### config.mk
export PLATFORM = sky130hd
export DESIGN_NAME = keypad_scan_ctrl
export DESIGN_NICKNAME = d
export VERILOG_FILES = /design/src/rtl/keypad_scan_ctrl.sv
export SDC_FILE = /design/constraint.sdc
export NUM_CORES = 1
export LEC_CHECK = 0
export CAP_MARGIN = 10
export CORE_AREA = 2 2 64 111
export CTS_CLUSTER_SIZE = 10
export DETAILED_ROUTE_END_ITERATION = 8
export DIE_AREA = 0 0 66 113
export GPL_ROUTABILITY_DRIVEN = 0
export PLACE_DENSITY = 0.6
export SLEW_MARGIN = 25
export SYNTH_ARGS = -nofsm -noshare
export SYNTH_HDL_FRONTEND = slang
export SYNTH_SLANG_ARGS = --single-unit
### constraint.sdc
create_clock -name clk -period 2.7 [get_ports clk]
set_clock_uncertainty 0.1 [all_clocks]
set_input_delay 0.54 -clock clk [delete_from_list [all_inputs] [get_ports clk]]
set_output_delay 0.54 -clock clk [all_outputs]
set_load 0.005 [all_outputs]
### src/rtl/keypad_scan_ctrl.sv
// keypad_scan_ctrl: 4x4 keypad row scanner with press/release debounce and a one-entry event buffer.
// Optional build macro AUTOREPEAT_EN adds periodic repeat events while a key is held.
`timescale 1ns/1ps
`default_nettype none

module keypad_scan_ctrl #(
  parameter int SCAN_CYCLES     = 4,
  parameter int DEBOUNCE_CYCLES = 50000,
  parameter int REPEAT_CYCLES   = 500000
) (
  input  logic       clk,
  input  logic       reset,
  input  logic [3:0] col,
  output logic [3:0] row,
  output logic [3:0] key_code,
  output logic       key_valid,
  input  logic       key_ready,
  output logic       key_held,
  output logic       overrun
);

  localparam int DW = $clog2(SCAN_CYCLES);
  localparam int BW = $clog2(DEBOUNCE_CYCLES);
  localparam logic [DW-1:0] DWELL_LAST = DW'(SCAN_CYCLES - 1);
  localparam logic [BW-1:0] DB_LAST    = BW'(DEBOUNCE_CYCLES - 1);

  typedef enum logic [1:0] {
    SCAN     = 2'd0,
    DEBOUNCE = 2'd1,
    HELD     = 2'd2,
    RELEASE  = 2'd3
  } state_t;

  state_t          state_q;
  logic [3:0]      meta_q;
  logic [3:0]      csync_q;
  logic [3:0]      row_q;
  logic [DW-1:0]   dwell_q;
  logic [BW-1:0]   db_q;
  logic [1:0]      cap_col_q;
  logic [3:0]      key_code_q;
  logic            valid_q;
  logic            held_q;
  logic            overrun_q;

  logic            col_onehot;
  logic            col_match;
  logic            cap_bit;
  logic            rpt_fire;
  logic            emit;
  logic            xfer;
  logic [1:0]      row_idx;

  function automatic logic [1:0] enc4(input logic [3:0] v);
    logic [1:0] idx;
    idx = 2'd0;
    if (v[1]) idx = 2'd1;
    if (v[2]) idx = 2'd2;
    if (v[3]) idx = 2'd3;
    return idx;
  endfunction

  assign col_onehot = (csync_q != 4'b0000) && ((csync_q & (csync_q - 4'd1)) == 4'b0000);
  assign col_match  = (csync_q == (4'b0001 << cap_col_q));
  assign cap_bit    = csync_q[cap_col_q];
  assign row_idx    = enc4(row_q);
  assign xfer       = valid_q && key_ready;
  assign emit       = ((state_q == DEBOUNCE) && col_match && (db_q == DB_LAST)) || rpt_fire;

`ifdef AUTOREPEAT_EN
  localparam int RW = $clog2(REPEAT_CYCLES);
  localparam logic [RW-1:0] RPT_LAST = RW'(REPEAT_CYCLES - 1);

  logic [RW-1:0] rpt_q;

  assign rpt_fire = (state_q == HELD) && cap_bit && (rpt_q == RPT_LAST);

  // Held outside HELD at zero, so every entry into HELD starts a fresh interval.
  always_ff @(posedge clk or negedge reset) begin
    if (!reset) begin
      rpt_q <= '0;
    end else if ((state_q != HELD) || rpt_fire) begin
      rpt_q <= '0;
    end else if (rpt_q != RPT_LAST) begin
      rpt_q <= rpt_q + 1'b1;
    end
  end
`else
  if (REPEAT_CYCLES > 0) begin : g_no_repeat
    assign rpt_fire = 1'b0;
  end else begin : g_no_repeat_z
    assign rpt_fire = 1'b0;
  end
`endif

  always_ff @(posedge clk or negedge reset) begin
    if (!reset) begin
      state_q    <= SCAN;
      meta_q     <= 4'b0000;
      csync_q    <= 4'b0000;
      row_q      <= 4'b0001;
      dwell_q    <= '0;
      db_q       <= '0;
      cap_col_q  <= 2'd0;
      key_code_q <= 4'h0;
      valid_q    <= 1'b0;
      held_q     <= 1'b0;
      overrun_q  <= 1'b0;
    end else begin
      meta_q  <= col;
      csync_q <= meta_q;

      // A transfer in the same cycle frees the slot, so the new event is not an overrun.
      if (emit) begin
        if (!valid_q || xfer) begin
          key_code_q <= {row_idx, cap_col_q};
          valid_q    <= 1'b1;
        end else begin
          overrun_q  <= 1'b1;
        end
      end else if (xfer) begin
        valid_q <= 1'b0;
      end

      case (state_q)
        SCAN: begin
          if (dwell_q == DWELL_LAST) begin
            dwell_q <= '0;
            if (col_onehot) begin
              cap_col_q <= enc4(csync_q);
              db_q      <= '0;
              state_q   <= DEBOUNCE;
            end else begin
              row_q <= {row_q[2:0], row_q[3]};
            end
          end else begin
            dwell_q <= dwell_q + 1'b1;
          end
        end
        DEBOUNCE: begin
          if (!col_match) begin
            state_q <= SCAN;
            dwell_q <= '0;
            db_q    <= '0;
          end else if (db_q == DB_LAST) begin
            state_q <= HELD;
            held_q  <= 1'b1;
            db_q    <= '0;
          end else begin
            db_q <= db_q + 1'b1;
          end
        end
        HELD: begin
          if (!cap_bit) begin
            state_q <= RELEASE;
            db_q    <= '0;
          end
        end
        RELEASE: begin
          if (cap_bit) begin
            state_q <= HELD;
            db_q    <= '0;
          end else if (db_q == DB_LAST) begin
            state_q <= SCAN;
            held_q  <= 1'b0;
            row_q   <= {row_q[2:0], row_q[3]};
            dwell_q <= '0;
            db_q    <= '0;
          end else begin
            db_q <= db_q + 1'b1;
          end
        end
        default: state_q <= SCAN;
      endcase
    end
  end

  assign row       = row_q;
  assign key_code  = key_code_q;
  assign key_valid = valid_q;
  assign key_held  = held_q;
  assign overrun   = overrun_q;

endmodule

`default_nettype wire

==> reports/results.txt, run 1 <==
critical path fanouts, max: 8
CTS Buf Count: 5
vias in the first global route: 1,813
# resized after CTS: 0
RSZ-0062 raised after global routing: false
Slew @ Worst Pin: 0.856 ns
total number of H-tree levels: 2
DPL Wire Length: 3.56 mm
GR Util All Layers: 0.150
reg2reg path depth: 5
Yosys top cell area share: 0.446
nets: 236
max_slew headroom: 0.429
drt via density: 5.77
Final ANT Viol Nets: 0
DRC violation total after the first TritonRoute iteration: 65
PortBufs: 17
Clk Latency, worst-skew pair: 0.28 ns
Sum Neg Setup Slack: 0 ns
row count: 39
wire per inst: 15.9 um
CP max stage cell: or4_1
EDFF count, synth: 0
top_reg_cell synth: dfrtp_1
Leakage: 1.14 nW
flops & latches, synth: 41
post-layout min period: 2.34 ns
Reg clk slew, reported paths: 0.06 ns
Tot Pwr: 1.80 mW
Area after DPL: 2410 um^2
Critical Path RT: 2.77 ns
cell chain of the critical path: or4_1, nor4_1, nor2_1, a41o_2, a22o_1
chip width: 66 um
Mapped Nets: 222
initial antenna violation count: 0
Mapped Area: 2240 um^2
max-slew violations: 0
Die Height: 113 um
synth-to-layout area growth: 16.2%
Worst Setup End Kind: flip-flop
postcts setup bufs: 0
Routed Wire Length: 4.92 mm
Fin. Hold Viols: 0
register area share after synthesis: 0.458
die area: 7460 um^2
share of layout cells above drive strength 1: 0.154
yosys warns: 0
syn_area_per_cell: 10.5 um^2
first-pass GRT wire length: 8.57 mm
max-cap viol count: 0
CTS root buffer: clkbuf_16
endpoints failing setup: 0
post-route cell area: 2610 um^2
Worst EP arrival: 2.41 ns
top cells by area, synth: dfrtp_1, nand2_1, a41o_2
ys async rst share: 1.00
# DRC: 0
HP Class: primary input to async pin
ANT cells: 0
post-synthesis instance total: 213
largest net degree at the start of global routing: 42
CTS Buffer Depth: 2
IO Pins: 18
period utilisation layout: 0.865
Core Area: 6540 um^2
worst setup path category: flip-flop to flip-flop
fmax: 428 MHz
starting density of the core: 0.343
post-synth top area cell: dfrtp_1
hold slack: 0.131 ns
Clock Sinks: 41
count of different cell masters after synthesis: 56
DR vias: 1,789
peak ir drop on the vdd network: 0.306 mV
slowest stage delay, CP: 0.54 ns
Hold Buf Count CTS: 0
Power Density: 689 nW/um^2
outcome: finished clean
drt first pass iters: 4
final global-route overflow total: 0
CP Launch Type: flip-flop
CTS tree: yes
final timing paths:
kind / startpoint / slack (ns) / endpoint
min reg2reg: meta_q[0] / 0.24 / csync_q[0]
max in group asynchronous: reset / 2.00 / row[0]
max: db_q[11] / 0.36 / db_q[15]
min: reset / 0.13 / key_code[1]
max reg2reg: db_q[11] / 0.36 / db_q[15]
min in group clk: meta_q[0] / 0.24 / csync_q[0]
cells in the final DEF, fill, tap and decap left out, drive strengths merged, types with 2 or more instances in the layout:
| cell | n |
|---|---|
| a31oi | 4 |
| a21oi | 5 |
| and3b | 2 |
| or3 | 2 |
| nor2 | 10 |
| and4 | 2 |
| ha | 2 |
| a211o | 3 |
| a221o | 2 |
| dfrtp | 40 |
| nor3b | 2 |
| and3 | 4 |
| or4 | 4 |
| buf | 3 |
| a21o | 4 |
| inv | 8 |
| a41o | 7 |
| o21ai | 6 |
| o22ai | 3 |
| bufinv | 2 |
| nor4b | 3 |
| nand4 | 7 |
| nand2 | 26 |
| clkdlybuf4s50 | 16 |
| nor2b | 3 |
| mux2 | 6 |
| and4b | 2 |
| a211oi | 2 |
| mux2i | 3 |
| o211ai | 3 |
| nor4 | 6 |
| nand3 | 7 |
| clkbuf | 5 |
| a22o | 4 |
| nor3 | 4 |
power breakdown:
| group | internal [mW] | switching (mW) |
|---|---|---|
| clock | 0.533 | 0.241 |
| sequential | 0.649 | 0.0509 |
| combinational | 0.138 | 0.184 |
| total | 1.32 | 0.476 |
layout make-up:
type / count / area (um^2)
clock buffers: 5 / 125
inverters: 7 / 26.3
multi-input cells: 153 / 1070
well taps: 82 / 103
fillers: 681 / 3930
repair buffers: 19 / 183
flip-flops and latches: 41 / 1030
clock inverters: 3 / 68.8
kinds of logic after synthesis:
logic type	share of synthesized area
compound gates	0.162
xor+xnor	0.00781
fa+ha+maj	0.0112
buf+inv	0.0636
flops	0.458
mux	0.0535
simple gates	0.244
through the flow:
step                      utilization  setup WS (ns)  cells
final                           0.399          0.363    310
after global placement          0.369          0.432    302
after CTS                       0.398          0.383    310
after global routing            0.399          0.198    310
after detailed placement        0.369          0.391    302
after floorplan                     -          0.631    213
worst max-delay path, delay by kind of cell, from the launching register on:
kind | cells | cell delay, ns
and+or+nand+nor | 3 | 1.12
DFF | 1 | 0.45
AOI/OAI and AO/OA | 2 | 0.55
cells in the mapped netlist, drive strengths merged, types with 5 or more instances:
master	instances
nor4	6
mux2	6
o21ai	6
clkbuf	5
inv	7
nand3	7
a41o	7
buf	7
nor2	10
nand2	26
dfrtp	40
a21oi	5
nand4	7
flip-flops by register name, indices dropped and copies added (netlist names):
signal,cells
cap_col_q,2
csync_q,4
key_code,4
dwell_q,2
row,4
state_q,2
db_q,16
key_held,1
overrun,1
key_valid,1
meta_q,4
routing by layer:
metal  GRT usage  vias up  wire length, um  share of wire
met2       0.255       44             2630           0.54
met4       0.117        0              304          0.062
met1       0.156      883             1840           0.37
li1            -      837                -              -
met3      0.0288       25              142          0.029
met5           0        -                0              0
Note: power is estimated with default switching activity, not from simulation.
==> run 2, diff against run 1 <==
- CAP_MARGIN: 10 -> default
==> results of run 2 <==
The final DEF is identical to that of run 1; final timing and power are the same.
==> run 3, diff against run 2 <==
- clock period: 2.7 -> 2.4 ns (I/O delays scaled with it)
==> reports/results.txt, run 3 (synthesis gave the netlist of run 1 again) <==
Core Area: 6540 um^2 (unchanged)
HP Class: primary input to async pin
nets: 257 (+8.9%)
Fin. Hold Viols: 0 (unchanged)
period utilisation layout: 0.975 (+0.110)
met1 WL: 1.98 mm (+7.7%)
Critical Path RT: 2.47 ns (-0.30 ns)
Slew @ Worst Pin: 0.681 ns (-0.175 ns)
power share of the clock group: 0.397 (-0.034)
Seq pwr share: 0.381 (-0.009)
fmax: 427 MHz (-0.14%)
CP top delay family: multiplexers
Leakage: 1.23 nW (+7.9%)
slowest stage delay, CP: 0.48 ns (-0.06 ns)
vias in the first global route: 1,824 (+0.61%)
final setup margin: 0.0599 ns (-0.303 ns)
DPL Wire Length: 3.64 mm (+2.4%)
reg2reg path depth: 6 (+1)
Worst Setup End Kind: flip-flop
Sw Share: 0.275 (+0.00964)
Routed Wire Length: 5.10 mm (+3.7%)
row count: 39 (unchanged)
cell chain of the critical path: buf_4, mux4_2, buf_4, nor4_1, o21bai_1, mux2_2
final global-route overflow total: 0 (unchanged)
drt via density: 5.37 (-6.9%)
max-slew violations: 0 (unchanged)
DR vias: 1,779 (-0.56%)
Sum Neg Setup Slack: 0 ns (unchanged)
CP max stage cell: mux4_2
CTS Buffer Depth: 2 (unchanged)
first-pass GRT wire length: 8.67 mm (+1.1%)
initial antenna violation count: 0 (unchanged)
max-cap viol count: 0 (unchanged)
Biggest register: db_q
endpoints failing setup: 0 (unchanged)
R2R Setup Slk: 0.06 ns (-0.30 ns)
commonest non-fill, non-tap cell in the layout: dfrtp_1
outcome: finished clean
most frequent cells in the layout: dfrtp_1, nand2_1, buf_4
wire per inst: 15.4 um (-2.9%)
GR Util All Layers: 0.152 (+0.00240)
drt first pass iters: 4 (unchanged)
ANT cells: 0 (unchanged)
Final ANT Viol Nets: 0 (unchanged)
DRC violation total after the first TritonRoute iteration: 103 (+58%)
Worst Path Buf+Inv: 2 (+2)
met3 routed WL: 113 um (-20%)
worst setup path category: flip-flop to flip-flop
PortBufs: 17 (unchanged)
Sw Pwr: 551 uW (+16%)
CTS tree: yes
post-layout min period: 2.34 ns (+0.00332 ns)
Clk Latency, worst-skew pair: 0.29 ns (about the same)
largest net degree at the start of global routing: 42 (unchanged)
die area: 7460 um^2 (unchanged)
Worst EP arrival: 2.41 ns (about the same)
Area after DPL: 2550 um^2 (+5.9%)
flip-flop count of the largest register after layout: 16 (unchanged)
max_slew headroom: 0.546 (+0.116)
placed cells: 321 (+6.3%)
Hold Buf Count CTS: 0 (unchanged)
CTS root buffer: clkbuf_16
Critical R2R Launch: csync_q[2]
post-route cell area: 2750 um^2 (+5.5%)
combinational power share: 0.223 (+0.044)
cell-internal power: 1.45 mW (+10%)
hold slack: 0.156 ns (+0.0250 ns)
chip width: 66 um (unchanged)
IO Pins: 18 (unchanged)
Layout Cells excl Fill: 331 (+6.8%)
RSZ-0062 raised after global routing: true
critical path fanouts, max: 4 (-4)
Met2 Wirelength: 2.85 mm (+8.3%)
pre-CTS WS: 0.0210 ns (-0.370 ns)
total number of H-tree levels: 2 (unchanged)
# DRC: 0 (unchanged)
starting density of the core: 0.343 (unchanged)
Power Density: 729 nW/um^2 (+5.8%)
share of layout cells above drive strength 1: 0.233 (+0.0794)
peak ir drop on the vdd network: 0.363 mV (+19%)
Clock Sinks: 41 (unchanged)
worst reg2reg endpoint: row[3]
Die Height: 113 um (unchanged)
CP dominant cell by count: buf_4
CP Launch Type: flip-flop
Reg clk slew, reported paths: 0.06 ns (about the same)
CTS Buf Count: 5 (unchanged)
synth-to-layout area growth: 22.6%
Top Metal Used: met4
run 3: metrics by stage:
step                power [mW]  utilization
global route              2.11        0.421
floorplan                 1.09            -
finish                    2.01        0.421
CTS                       2.00        0.417
detailed placement        1.19        0.390
global placement          1.19        0.390
run 3: how the worst max path moves through the flow:
| stage | startpoint | to | cells past startpoint |
|---|---|---|---|
| floorplan | csync_q[0] | db_q[5] | 7 |
| CTS | csync_q[3] | db_q[3] | 6 |
| global route | cap_col_q[0] | db_q[10] | 6 |
| detailed placement | csync_q[3] | db_q[3] | 6 |
| global placement | csync_q[3] | db_q[3] | 6 |
| finish | csync_q[2] | row[3] | 6 |
run 3: final cells by class:
type	instances	area, um^2
tap	82	103
timing repair buffer	40	338
clock buffer	6	139
clock inverter	2	37.5
inverter	7	26.3
fill	649	3790
multi-input combinational	153	1080
sequential	41	1030
run 3: timing repair:
action | 4_1_cts | 5_1_grt
resized for setup | 0 | 1
setup buffers | 0 | 2
endpoints found under the setup margin | 0 | 7
run 3: metal layers:
| metal | global-route usage | vias to the layer above |
|---|---|---|
| li1 | - | 876 |
| met1 | 0.162 | 869 |
| met2 | 0.271 | 23 |
| met3 | 0.0268 | 11 |
| met4 | 0.0898 | 0 |
| met5 | 0 | - |
run 3: worst reg2reg max path: cells and delay by family, from the launching register on:
kind                   cells  cell delay, ns
AOI/OAI and AO/OA          1            0.26
buffers and inverters      2            0.32
DFF                        1            0.42
muxes                      2            0.86
and+or+nand+nor            1            0.26
run 3: power by group through the flow:
stage / logic, mW / clock network [mW] / registers [mW]
3_5_place_dp: 0.418 / 0 / 0.776
3_3_place_gp: 0.412 / 0 / 0.776
5_1_grt: 0.499 / 0.843 / 0.769
6_report: 0.446 / 0.795 / 0.764
2_1_floorplan: 0.324 / 0 / 0.766
4_1_cts: 0.420 / 0.820 / 0.764
